## src/rtl/regfile_pkg.sv

```systemverilog
// rtl/regfile_pkg.sv - shared types and helpers for the multi-port register file
package regfile_pkg;

    typedef enum logic [1:0] {
        CLR_IDLE,
        CLR_CLEAR,
        CLR_DONE
    } clr_state_t;

    function automatic int depth_of(input int addr_w);
        return 1 << addr_w;
    endfunction

endpackage

```

## src/rtl/regfile_clear_fsm.sv

```systemverilog
// rtl/regfile_clear_fsm.sv - background clear sequencer walking every entry once
module regfile_clear_fsm
    import regfile_pkg::*;
#(
    parameter int ADDR_W = 5
) (
    input  logic              clk,
    input  logic              rst,
    input  logic              clr_req,
    output logic              clr_busy,
    output logic              clr_done,
    output logic              clr_en,
    output logic [ADDR_W-1:0] clr_ptr
);

    localparam logic [ADDR_W-1:0] LAST_PTR = '1;

    clr_state_t        state, state_next;
    logic [ADDR_W-1:0] ptr_next;

    // State and pointer registers; reset abandons any walk without a done pulse
    always_ff @(posedge clk or posedge rst) begin
        if (rst) begin
            state   <= CLR_IDLE;
            clr_ptr <= '0;
        end else begin
            state   <= state_next;
            clr_ptr <= ptr_next;
        end
    end

    // Next state, pointer advance and status outputs
    always_comb begin
        state_next = state;
        ptr_next   = clr_ptr;
        clr_busy   = 1'b0;
        clr_done   = 1'b0;
        clr_en     = 1'b0;
        case (state)
            CLR_IDLE: begin
                if (clr_req) begin
                    state_next = CLR_CLEAR;
                    ptr_next   = '0;
                end
            end
            CLR_CLEAR: begin
                clr_busy = 1'b1;
                clr_en   = 1'b1;
                ptr_next = clr_ptr + 1'b1;
                if (clr_ptr == LAST_PTR) begin
                    state_next = CLR_DONE;
                end
            end
            CLR_DONE: begin
                clr_done   = 1'b1;
                state_next = CLR_IDLE;
            end
            default: begin
                state_next = CLR_IDLE;
            end
        endcase
    end

endmodule

```

## src/rtl/regfile_mp.sv

```systemverilog
// rtl/regfile_mp.sv - parametrised multi-read-port register file with bypass and clear
module regfile_mp
    import regfile_pkg::*;
#(
    parameter int DATA_W   = 32,
    parameter int ADDR_W   = 5,
    parameter int NREAD    = 2,
    parameter int BYPASS   = 1,
    parameter int ZERO_REG = 1
) (
    input  logic                    clk,
    input  logic                    rst,
    input  logic                    wen,
    input  logic [ADDR_W-1:0]       waddr,
    input  logic [DATA_W-1:0]       wdata,
    input  logic [NREAD*ADDR_W-1:0] raddr,
    output logic [NREAD*DATA_W-1:0] rdata,
    input  logic                    clr_req,
    output logic                    clr_busy,
    output logic                    clr_done,
    output logic                    wr_drop
);

    localparam int DEPTH = depth_of(ADDR_W);

    logic [DATA_W-1:0] mem [DEPTH];
    logic              clr_en;
    logic [ADDR_W-1:0] clr_ptr;
    logic              wr_ok;

    regfile_clear_fsm #(
        .ADDR_W (ADDR_W)
    ) u_clear_fsm (
        .clk      (clk),
        .rst      (rst),
        .clr_req  (clr_req),
        .clr_busy (clr_busy),
        .clr_done (clr_done),
        .clr_en   (clr_en),
        .clr_ptr  (clr_ptr)
    );

    // Writes are refused while clearing and, with a hardwired zero, to entry 0
    assign wr_ok   = wen && !clr_busy && !((ZERO_REG != 0) && (waddr == '0));
    assign wr_drop = wen && clr_busy;

    // Storage: async reset wipes everything, the clear walk beats the write port
    always_ff @(posedge clk or posedge rst) begin
        if (rst) begin
            for (int i = 0; i < DEPTH; i++) begin
                mem[i] <= '0;
            end
        end else if (clr_en) begin
            mem[clr_ptr] <= '0;
        end else if (wr_ok) begin
            mem[waddr] <= wdata;
        end
    end

    for (genvar k = 0; k < NREAD; k++) begin : g_rd
        logic [ADDR_W-1:0] ra;
        logic [DATA_W-1:0] rd;

        assign ra = raddr[k*ADDR_W +: ADDR_W];
        assign rdata[k*DATA_W +: DATA_W] = rd;

        // Read mux: zero entry, then clear blanking, then same-cycle bypass, then storage
        always_comb begin
            rd = mem[ra];
            if ((ZERO_REG != 0) && (ra == '0)) begin
                rd = '0;
            end else if (clr_busy) begin
                rd = '0;
            end else if ((BYPASS != 0) && wen && (ra == waddr)) begin
                rd = wdata;
            end
        end
    end

endmodule

```

## config.mk

```make
export PLATFORM = sky130hd
export DESIGN_NAME = regfile_mp
export DESIGN_NICKNAME = d
export VERILOG_FILES = /design/src/rtl/regfile_pkg.sv /design/src/rtl/regfile_clear_fsm.sv /design/src/rtl/regfile_mp.sv
export SDC_FILE = /design/constraint.sdc
export NUM_CORES = 2
export LEC_CHECK = 0
export CORE_ASPECT_RATIO = 0.75
export CORE_UTILIZATION = 25
export CTS_BUF_LIST = sky130_fd_sc_hd__clkbuf_8 sky130_fd_sc_hd__clkbuf_16
export CTS_CLUSTER_SIZE = 14
export DETAILED_ROUTE_END_ITERATION = 12
export SLEW_MARGIN = 40
export SYNTH_ARGS = -nofsm -noshare
export SYNTH_HDL_FRONTEND = slang
export SYNTH_SLANG_ARGS = --single-unit
```

## constraint.sdc

```tcl
create_clock -name clk -period 65.3 [get_ports clk]
set_input_delay 9.795 -clock clk [delete_from_list [all_inputs] [get_ports clk]]
set_output_delay 9.795 -clock clk [all_outputs]
set_load 0.01 [all_outputs]
```

==> run summary <==
Worst Tran Pin Value -> 1.01 ns
Switching Fraction -> 32.3%
Tmin final -> 24.18 ns
Arrival @ worst endpoint -> 14.39 ns
Cts bufs inserted -> 95
Maximum vdd ir drop -> 0.0243 mV
Pwr/cell area -> 27.9 mW/mm²
DR iter-0 viols -> 6548
Synth top area cells -> dfrtp_1, a22o_1, mux4_2
H-tree lvl count -> 3
IO Count -> 118
Post-CTS Setup Inserts -> 0
Crit-path max FO -> 79
Number of global-route vias before repair -> 42600
Mapped cell area -> 0.0547 mm²
GRT Util Overall -> 20.1%
Clock transition at path regs -> 0.06 ns
Slowest stage delay, CP -> 0.71 ns
Die Wd -> 542 µm
Largest net degree at the start of global routing -> 116
Clock power share -> 34.1%
Share of layout cells above drive strength 1 -> 18.4%
Synth Instances -> 4182
Final hold vios -> 0
Ys flop type -> dfrtp_1
Syn-to-layout area delta -> 13.5%
Clock root cell -> clkbuf_16
Remaining Overflow, GRT -> 0
Top cell type by total area after synthesis -> dfrtp_1
Initial antenna violation count -> 12
RSZ-0062 raised after global routing -> no
Layout net count -> 4053
WL/cell -> 32.4 µm
Core Footprint -> 0.217 mm²
Slew margin rel. -> 32.9%
Routed Antenna Nets -> 0
Worst hold-check path type -> flop to flop
Min Hold Slack -> 0.506 ns
Remaining DRCs -> 0
Post-synth cell types -> 53
Finish-stage setup viols -> 0
Sequential area share after synthesis -> 47.2%
Internal -> 1.17 mW
Vias -> 43200
Clock buffer depth -> 3
Comb pwr share -> 21.7%
Hold_buf cts -> 0
DR pass1 iterations -> 6
Row cnt -> 148
Final worst-path cycle share -> 37.0%
Synth top cells by count -> dfrtp_1, a22o_1, mux2i_1
Share of the synthesized area in the top cell type -> 47.2%
Async set-reset flop share out of synthesis -> 100%
CP Capture Type -> primary output
CTS resizes -> 0
Leak Pwr -> 26.7 nW
Setup tns final -> 0 ns
Syn. warnings -> 0
Drt via density -> 6.16
Initial Utilization -> 25.2%
Average size of a mapped cell -> 13.1 µm²
Startpoint class of the critical path -> input pin
Max-slew violations -> 0
Count leader, synth -> dfrtp_1
# port buffers -> 117
Die Span Y -> 407 µm
EDFF count, synth -> 0
Max Cap Viol -> 0
Post-Route WL -> 227 mm
Slowest-stage cell, CP -> buf_4
GP Congestion -> 0.865
WP data required -> 55.51 ns
Status -> complete, no violations
CTS tree -> yes
Fillers -> 22000
Global-route wire length before repair -> 322 mm
Sink Count -> 1031
Final clock skew -> 0.0262 ns
Synthesized flop and latch total -> 1031
Die area -> 0.221 mm²
Fmax -> 41.3 MHz
Final HPWL DP -> 128 mm
Net Count, Synth -> 4238
Sequential share of power -> 44.3%
Critical path, cell by cell -> buf_6 -> buf_12 -> nand2b_4 -> buf_4 -> o22ai_1 -> o21ai_0 -> nand3_1 -> o221a_1 -> clkdlybuf4s50_1
Switching pwr -> 0.558 mW
WS Path Type -> input pin to primary output
Later-pin clock latency in the skew report -> 0.72 ns
-- kinds of logic after synthesis --
| family | after synthesis | share of synthesized area, % |
|---|---|---|
| AOI/OAI and AO/OA | 1490 | 22.4 |
| DFF | 1031 | 47.2 |
| muxes | 781 | 21.6 |
| buffers and inverters | 568 | 5.24 |
| and+or+nand+nor | 297 | 3.21 |
| xor gates and xnor gates | 10 | 0.160 |
| adders and majority gates | 5 | 0.114 |
-- critical path, delay by kind of cell --
kind | cells | cell delay [ns]
buffers and inverters | 4 | 2.36
AO/OA/AOI/OAI | 3 | 1.11
AND/OR/NAND/NOR | 2 | 0.91
-- area by class of cell --
class,instances,area [µm²],area share (%)
timing repair buffer,281,2700,4.35
tap,2925,3660,5.90
sequential,1031,25800,41.6
clock inverter,52,373,0.601
antenna,6,15.0,0.0242
clock buffer,122,2790,4.50
inverter,5,31.3,0.0504
multi-input combinational,2583,26700,43.0
-- through the flow --
stage	total power [mW]	std cells	setup slack [ns]	utilization [%]	cell area, µm²
final	1.73	7005	41.12	28.6	62000
after floorplan	0.990	4182	26.49	-	54700
after global routing	1.78	7001	41.02	28.6	62000
after CTS	1.72	6997	41.23	28.5	62000
after global placement	1.12	6811	40.77	26.9	58500
after detailed placement	1.14	6823	41.26	27.1	58800
-- state kept, by name, indices dropped and copies added, names as in the netlist --
signal	flops
u_clear_fsm.state	2
mem	1024
u_clear_fsm.clr_ptr	5
-- layout by cell type (no fill, tap or decap), types with 5 or more instances in the layout --
master,count
buf_4,135
a21oi_4,31
clkbuf_8,25
clkbuf_16,99
nor3_1,65
o21ai_0,65
a22oi_1,41
buf_6,16
buf_8,6
buf_16,6
o221a_1,62
nand3_1,43
a211oi_1,56
nor2b_1,65
clkinv_2,15
clkdlybuf4s50_1,107
o211ai_1,23
buf_12,7
xor2_1,8
inv_1,29
ha_1,5
diode_2,6
and2_1,38
nor3_4,7
a211oi_2,8
bufinv_16,5
mux4_2,320
o22ai_1,180
mux2i_1,460
a22o_1,996
nor2_1,5
o221ai_1,12
nor2_4,26
dfrtp_1,1031
a21oi_1,12
-- power groups by stage --
| stage | combinational (mW) | clock (mW) | sequential, mW |
|---|---|---|---|
| 2_1_floorplan | 0.234 | 0 | 0.756 |
| 3_5_place_dp | 0.363 | 0 | 0.773 |
| 6_report | 0.375 | 0.589 | 0.766 |
| 5_1_grt | 0.387 | 0.618 | 0.773 |
| 3_3_place_gp | 0.354 | 0 | 0.771 |
| 4_1_cts | 0.364 | 0.591 | 0.763 |
-- routing by layer --
metal	GRT usage, %	vias up	routed length [µm]
li1	-	16400	-
met1	27.9	22600	90900
met2	27.5	3628	91900
met3	8.45	555	35400
met4	7.04	6	8590
met5	0	-	33
-- worst paths after layout --
path,depth (start not counted),to,slack (ns),start
min in group asynchronous,2,mem[5],9.57,rst
max in group asynchronous,7,mem[926],52.50,rst
setup reg to reg,7,mem[159],61.93,u_clear_fsm.state[1]
hold reg to reg,1,mem[1018],0.51,mem[1018]
setup / recovery,9,rdata[39],41.12,raddr[6]
hold / removal,1,mem[1018],0.51,mem[1018]
Power figures use the tool's default switching activity.
